===== config.mk =====
export PLATFORM = sky130hd
export DESIGN_NAME = sink
export DESIGN_NICKNAME = d
export VERILOG_FILES = /design/src/rtl/sink.sv
export SDC_FILE = /design/constraint.sdc
export NUM_CORES = 1
export LEC_CHECK = 0
export BUFFER_PORTS_ARGS = -buffer_cell sky130_fd_sc_hd__buf_2
export CAP_MARGIN = 20
export CELL_PAD_IN_SITES_DETAIL_PLACEMENT = 0
export CELL_PAD_IN_SITES_GLOBAL_PLACEMENT = 2
export CORE_MARGIN = 2
export CORE_UTILIZATION = 37
export DETAILED_ROUTE_END_ITERATION = 6
export PLACE_DENSITY = 0.8
export SLEW_MARGIN = 10
export SYNTH_ARGS = -nofsm -noshare
export SYNTH_HDL_FRONTEND = slang
export SYNTH_SLANG_ARGS = --single-unit

===== constraint.sdc =====
create_clock -name clk -period 4.89 [get_ports clk]
set_clock_uncertainty 0.1 [all_clocks]
set_input_delay 1.467 -clock clk [delete_from_list [all_inputs] [get_ports clk]]
set_output_delay 1.467 -clock clk [all_outputs]
set_load 0.05 [all_outputs]

===== src/rtl/sink.sv =====
// sink: traffic consumer at a NoC output port, counterpart of the src generator.
// Accepts flits over valid/ready, decodes {dest, vc, id, seq} from the low bits,
// and checks destination, source ID and per-source strictly increasing sequence.
// Optional feature macro: SINK_BACKPRESSURE_EN (LFSR-driven ready_out, ~75% duty).
// Ports:
//   clk        clock
//   rst        synchronous active-low reset
//   data_in    flit payload
//   valid_in   flit valid
//   ready_out  sink can accept a flit this cycle
//   done       rx_count >= NUM_TESTS
//   rx_count   flits accepted and checked
//   err_count  flits failing any check (saturating)
//   err_flag   sticky error indicator
module sink #(
  parameter int unsigned WIDTH         = 32,
  parameter int unsigned N             = 16,
  parameter int unsigned NUM_VC        = 2,
  parameter int unsigned N_ADDR_WIDTH  = $clog2(N),
  parameter int unsigned VC_ADDR_WIDTH = $clog2(NUM_VC),
  parameter int unsigned NODE          = 1,
  parameter int unsigned NUM_SRC       = 4,
  parameter logic [7:0]  SRC_ID [0:NUM_SRC-1] = '{8'd0, 8'd1, 8'd2, 8'd3},
  parameter int unsigned NUM_TESTS     = 1000
) (
  input  logic             clk,
  input  logic             rst,
  input  logic [WIDTH-1:0] data_in,
  input  logic             valid_in,
  output logic             ready_out,
  output logic             done,
  output logic [31:0]      rx_count,
  output logic [15:0]      err_count,
  output logic             err_flag
);

  localparam int unsigned CNT_W    = WIDTH - 2*N_ADDR_WIDTH - 8;
  localparam int unsigned ID_LSB   = CNT_W;
  localparam int unsigned DEST_LSB = CNT_W + 8 + VC_ADDR_WIDTH;
  localparam int unsigned IDX_W    = (NUM_SRC > 1) ? $clog2(NUM_SRC) : 1;

  // Stage 1: captured flit fields
  logic                    cap_v;
  logic [CNT_W-1:0]        cap_seq;
  logic [7:0]              cap_id;
  logic [N_ADDR_WIDTH-1:0] cap_dest;

  logic [CNT_W-1:0]        last_seq [0:NUM_SRC-1];

  logic                    id_hit;
  logic [IDX_W-1:0]        idx;
  logic                    dest_err;
  logic                    id_err;
  logic                    seq_err;
  logic                    flit_err;
  logic                    ready_nxt;
  logic                    xfer;

  // vc and bits above dest are carried but not checked
  logic unused_data;
  assign unused_data = ^data_in;

  assign xfer = valid_in && ready_out;

`ifdef SINK_BACKPRESSURE_EN
  // Fibonacci LFSR x^16+x^14+x^13+x^11+1; ready_out tracks the stepped value
  logic [15:0] lfsr;
  logic [15:0] lfsr_nxt;
  assign lfsr_nxt  = {lfsr[0] ^ lfsr[2] ^ lfsr[3] ^ lfsr[5], lfsr[15:1]};
  assign ready_nxt = (lfsr_nxt[1:0] != 2'b00);

  always_ff @(posedge clk) begin
    if (!rst) lfsr <= 16'hACE1;
    else      lfsr <= lfsr_nxt;
  end
`else
  assign ready_nxt = 1'b1;
`endif

  // Source lookup: scan from the top so the lowest matching index wins
  always_comb begin
    id_hit = 1'b0;
    idx    = '0;
    for (int i = NUM_SRC - 1; i >= 0; i--) begin
      if (cap_id == SRC_ID[i]) begin
        id_hit = 1'b1;
        idx    = IDX_W'(i);
      end
    end
  end

  assign dest_err = (cap_dest != N_ADDR_WIDTH'(NODE));
  assign id_err   = !id_hit;
  // Wrap-around (all-ones -> 0) naturally fails this compare
  assign seq_err  = id_hit && (cap_seq <= last_seq[idx]);
  assign flit_err = dest_err || id_err || seq_err;

  assign done = (rx_count >= 32'(NUM_TESTS));

  // Capture stage, check stage and counters
  always_ff @(posedge clk) begin
    if (!rst) begin
      ready_out <= 1'b0;
      cap_v     <= 1'b0;
      cap_seq   <= '0;
      cap_id    <= '0;
      cap_dest  <= '0;
      rx_count  <= '0;
      err_count <= '0;
      err_flag  <= 1'b0;
      for (int i = 0; i < NUM_SRC; i++) last_seq[i] <= '0;
    end else begin
      ready_out <= ready_nxt;
      cap_v     <= xfer;
      if (xfer) begin
        cap_seq  <= data_in[CNT_W-1:0];
        cap_id   <= data_in[ID_LSB +: 8];
        cap_dest <= data_in[DEST_LSB +: N_ADDR_WIDTH];
      end
      if (cap_v) begin
        rx_count <= rx_count + 32'd1;
        if (flit_err) begin
          err_flag <= 1'b1;
          if (err_count != 16'hFFFF) err_count <= err_count + 16'd1;
        end
        // Tracked even when the flit itself is flagged as a seq error
        if (id_hit) last_seq[idx] <= cap_seq;
      end
    end
  end

endmodule


Word level (Yosys, flattened, before mapping)
Memories as Yosys holds them, arrays and structs flattened. Index checks and enable logic that the tools add are counted.

$add $sub $neg: 2. $mul: 0. Div/mod/pow operators: 0. Order comparisons: 2. Equal/unequal tests: 5. Shift-type cells: 0. Mux-type cells: 17. Bitwise operators: 0. Reduce and logical (&&, ||, !) cells: 9.

Operator list (number): adder 32 x 1 -> 32 bit (second input constant) (1); >= comparator 32 x 10 -> 1 bit (second input constant) (1); adder 16 x 1 -> 16 bit (second input constant) (1); == test 8 x 2 -> 1 bit (second input constant) (2); <= comparator 16 bit (1); two-way mux 16 bit (1); inequality test 16 bit (second input constant) (1); OR reduction 16 bit (1); two-way mux 1 bit (11); two-way mux 2 bit (5); == test 8 x 1 -> 1 bit (second input constant) (1); zero test 8 bit (1); inequality test 4 x 1 -> 1 bit (second input constant) (1); AND reduction 3 bit (1); logical AND 1 bit (2); logical OR 1 bit (2); AND reduction 2 bit (1); zero test 1 bit (1).

Register bits: 79. Latch bits: 0. Memory bits (writable): 64. ROM bits: 0. Bits of input ports: 35. Word-level logic and storage cells: 44. Memories: 1.

Memories: last_seq (words 4, bits a word 16, rd ports 1, clocked after Yosys merged registers in 0, write ports 4, RTL line 48) `logic [CNT_W-1:0] last_seq [0:NUM_SRC-1];`.

Logic depth before layout (Yosys ltp)
Word-level depth: 11. Depth in mapped cells: 16.

Worst setup path before layout
No wires, ideal clock.

Path kind: register to register. From: register cap_id[4]. To: register err_count[14]. Arrival: 3639 ps. Data required time: 4720 ps. Setup slack: 1080 ps. Cell stages (with the launch flop): 16. Path buffers: 2. Period minus slack after synthesis: 3810 ps. Path through: dfxtp_1 -> or4_4 -> nor3_4 -> nand2_1 -> clkbuf_1 -> nand2_1 -> nand3_1 -> o21ai_0 -> ha_1 -> a21o_1 -> nand2_1 -> nand4b_1 -> o41a_4 -> buf_12 -> or4_1 -> a21oi_2.

Cells in the longest elaborated chain, start to end: 10.

RTL lines: from (decl) (RTL line 45) `logic [7:0] cap_id;`; from (signal assigned) (RTL line 117) `cap_id <= data_in[ID_LSB +: 8];`; == test 8 x 2 -> 1 bit (RTL line 85) `if (cap_id == SRC_ID[i]) begin`; two-way mux 2 bit (4 in series) (RTL line 85); memory (4 x 16 bit); <= comparator 16 bit (RTL line 95) `assign seq_err = id_hit && (cap_seq <= last_seq[idx]);`; logical AND 1 bit (RTL line 95); logical OR 1 bit (*) (RTL line 96) `assign flit_err = dest_err || id_err || seq_err;`; AND reduction 3 bit (no line) (*); to (signal assigned) (RTL line 124) `if (err_count != 16'hFFFF) err_count <= err_count + 16'd1;`; to (decl) (RTL line 33) `output logic [15:0] err_count,`.

Mark *: on every way between the ends. The rest lies on a longest branch, timed or not. A chain may end at the register's enable or synchronous reset.

Worst setup path after layout
From: register cap_id[4]. To: register err_count[9].

The elaborated chain is that of the path after synthesis.

==> impl_summary.txt <==
----------------------------------------------------
[Yosys]
  Mapped cell area ... ~6700 um^2
  Number of library cell types mapped by synthesis ... 47
  Gate count after technology mapping ... 677
  Synth area leaders ... sky130_fd_sc_hd__edfxtp_1 (29%), sky130_fd_sc_hd__dfxtp_1 (23%), sky130_fd_sc_hd__and2_1 (6.1%), sky130_fd_sc_hd__nand2_1 (5.3%), sky130_fd_sc_hd__nand3_1 (3.9%)
  Yosys warning total ... 0
  Area fraction of the dominant cell type after synthesis ... 0.285
  Number of synthesized flops with an enable pin ... 64
  Syn Nets ... between 700 and 800
  Avg Inst Size Synth ... roughly 9.9 um^2
  Primary FF master, synth ... sky130_fd_sc_hd__dfxtp_1
  Commonest cells in the netlist ... sky130_fd_sc_hd__nand2_1 (95), sky130_fd_sc_hd__dfxtp_1 (79), sky130_fd_sc_hd__and2_1 (66)
  Library cell occupying the most area in the post-synthesis netlist ... sky130_fd_sc_hd__edfxtp_1
  Fraction of registers with async set or reset after synthesis ... 0
  Synth Register Bits ... 143
  Most used standard cell by instance count after synthesis ... sky130_fd_sc_hd__nand2_1
  Share of synthesized area occupied by flip-flops and latches ... 0.520

[STA]
  Max-slew violations ... 0
  Final period util ... 0.844
  Max-Slew Margin vs Limit ... 0.390
  Highest attainable clock frequency ... approximately 240 MHz
  Final count of hold timing violations ... 0
  Final period demand of the worst path ... around 4.1 ns
  Setup_tns ... 0 ns
  Slew @ Worst Pin ... around 0.91 ns
  Total setup violations reported at the end of the flow ... 0
  Unrepaired setup endpoints after global routing ... false

[Layout]
  Final Instance Area ... ~8000 um^2
  Footprint of the multi-input gates ... around 3000 um^2
  Layout Nets ... between 800 and 900
  Area delta synth->final ... 18.5%
  Share of the core filled with cells ... 0.446
  Fill count ... ~1.7k
  Storage cell area ... between 3000 and 4000 um^2
  Fraction of layout cells with a size suffix above 1 ... 0.204

[CTS]
  Hold-fix buffer count after cts ... 0
  Clock latency at the later pin of the worst-skew pair ... ~0.42 ns
  Clock Sink Count ... approximately 140
  Clock buffers created by TritonCTS ... 17
  CTS root buf ... sky130_fd_sc_hd__clkbuf_16
  Setup repair bufs after CTS ... 0
  Number of buffers on the longest clock path ... 2
  Post-cts gate resize count ... 0
  CTS tree ... done
  Max H-tree Level ... 4
  Clock transition at path regs ... 0.06 ns

[Power]
  Clock share of power ... 0.463
  Share of power burned in registers ... 0.470
  Post-layout total power ... about 2.8 mW
  Static leakage ... ~3.1 nW
  Sw Ratio ... 0.221
  Total net switching power ... 0.612 mW
  Highest ir drop seen on vdd ... 0.000272 V
  Cell internal power dissipation ... 2.16 mW
  Combinational power share ... 0.067
  Power density over cell area ... 347 nW/um^2

[Routing]
  Vias per inst ... 5.18
  DR iter-0 viols ... approximately 290
  Detailed-router iteration count before antenna repair ... 4
  Final antenna-violating net count ... 0
  Remaining DRCs ... 0
  Total length of routed wires ... 16.1 mm
  Final routed wire length divided by cell count ... 16.1 um
  Routed via count ... 5,172

[Worst setup path]
  Crit path kind ... reg2reg
  Worst-path cell chain ... or4_4, nor3_4, nand2_1, buf_4, o21ai_0, ha_1, nor2b_1, o211ai_1, a2111oi_0, o41a_4, or4_1, a21oi_2
  Worst Setup End Kind ... register
  Arrival @ worst endpoint ... around 4.4 ns
  Crit start category ... register
  Buf/Inv on CP ... 1
  CP peak stage delay ... 0.57 ns
  Family of cells with the greatest summed delay on the critical path ... simple AND/OR/NAND/NOR gates
  Data required time of the worst path ... between 5 and 6 ns
  Crit-path max FO ... 27
  Slowest stage cell on the critical path ... sky130_fd_sc_hd__or4_4

[Global route]
  Initial antenna violation count ... 1
  Maximum number of pins on one net before global-route repair ... slightly below 50
  First-pass GRT wire length ... roughly 26 mm
  Via count of the first global-routing pass ... between 5k and 6k
  Remaining Overflow, GRT ... 0
  Overall Global Routing Usage ... 0.172

[Placed design]
  Gp weighted congestion ... 0.835
  Sum of net half-perimeters after detailed placement ... roughly 11 mm
  Port Buffer Count ... 81
  Placed Area ... around 7400 um^2

[Floorplanning]
  Die height ... about 140 um
  Standard cell core area ... around 18,000 um^2
  Effective utilization at floorplan ... 0.376
  I/O pin total ... between 80 and 90
  Core Rows ... slightly below 50
  Die area ... ~19,000 um^2
  Die W ... approximately 140 um

[Status]
  Outcome ... finished, final reports clean

[Worst hold path]
  Path category of the worst min-delay check ... reg2reg

[Run]
  Max-cap violation count ... 0

----------------------------------------------------
power by group through the flow:
stage	Combinational, mW	Sequential [mW]	Clock, mW
after global placement	0.183	1.33	0
after floorplan	0.120	1.33	0
after CTS	0.186	1.30	1.31
after global routing	0.208	1.31	1.36
after detailed placement	0.185	1.33	0
final	0.186	1.30	1.28
logic make-up (layout without fill, tap and decap cells):
kind of cell    after synthesis  count (layout)  share of synthesized area
mux                          21              21                     0.0340
buf+inv                      45             136                     0.0305
simple gates                330             330                      0.258
other cells                   0               1                          0
fa+ha+maj                    19              19                     0.0353
xor+xnor                     28              28                     0.0364
compound gates               91              91                     0.0853
flops                       143             143                      0.520
state kept, by name (all words and copies together), names as in the netlist:
register / cells
cap_seq: 16
ready_out: 1
last_seq: 64
err_count: 16
cap_v: 1
cap_dest: 4
err_flag: 1
rx_count: 32
cap_id: 8
layout make-up:
type	instances	area share
Antenna cell	1	0.000314
Clock buffer	25	0.0583
Clock inverter	7	0.0140
Inverter	7	0.00329
Multi-Input combinational cell	489	0.380
Sequential cell	143	0.439
Tap cell	229	0.0359
Timing Repair Buffer	97	0.0698
metrics by stage:
step	hold WS, ns	setup WS [ns]	std cells
6_report	0.355	0.765	998
2_1_floorplan	0.331	1.08	677
3_3_place_gp	0.343	0.789	962
3_5_place_dp	0.351	0.758	963
5_1_grt	0.383	0.441	997
4_1_cts	0.358	0.733	995
tightest hold or removal path: cells and delay by family, from the launching register on:
kind / cells / cell delay [ns]
flip-flops: 1 / 0.30
AO/OA/AOI/OAI: 1 / 0.05
AND/OR/NAND/NOR: 1 / 0.05
metal layers:
metal | global-route usage | vias to the layer above | part of all wire
met1 | 0.210 | 2469 | 0.44
li1 | - | 2569 | -
met5 | 0 | - | 0.0011
met3 | 0.0394 | 27 | 0.042
met4 | 0.0771 | 2 | 0.019
met2 | 0.292 | 105 | 0.49
final timing paths:
path,startpoint,slack (ns),cells after the start,end
hold / removal,cap_id[5],0.36,2,cap_id[5]
setup reg to reg,cap_id[4],0.76,12,err_count[9]
setup / recovery,cap_id[4],0.76,12,err_count[9]
hold reg to reg,cap_id[5],0.36,2,cap_id[5]
layout by cell type, fill, tap and decap left out, types with 9 or more instances in the layout:
cell	netlist	routed
sky130_fd_sc_hd__and2_1	66	66
sky130_fd_sc_hd__nor2_1	34	34
sky130_fd_sc_hd__o31ai_1	9	9
sky130_fd_sc_hd__dfxtp_1	79	79
sky130_fd_sc_hd__o21ai_0	19	18
sky130_fd_sc_hd__and3_1	11	11
sky130_fd_sc_hd__or4_1	11	11
sky130_fd_sc_hd__nand3_1	53	53
sky130_fd_sc_hd__nand4_1	18	18
sky130_fd_sc_hd__a21oi_1	38	38
sky130_fd_sc_hd__ha_1	19	19
sky130_fd_sc_hd__nor4_1	9	9
sky130_fd_sc_hd__buf_4	0	12
sky130_fd_sc_hd__edfxtp_1	64	64
sky130_fd_sc_hd__a21oi_2	9	9
sky130_fd_sc_hd__clkbuf_16	0	17
sky130_fd_sc_hd__xnor2_1	11	11
sky130_fd_sc_hd__mux2_2	15	15
sky130_fd_sc_hd__nand2_1	95	95
sky130_fd_sc_hd__xor2_1	17	17
sky130_fd_sc_hd__buf_2	3	81
No activity file was read; power rests on OpenSTA's default activity.
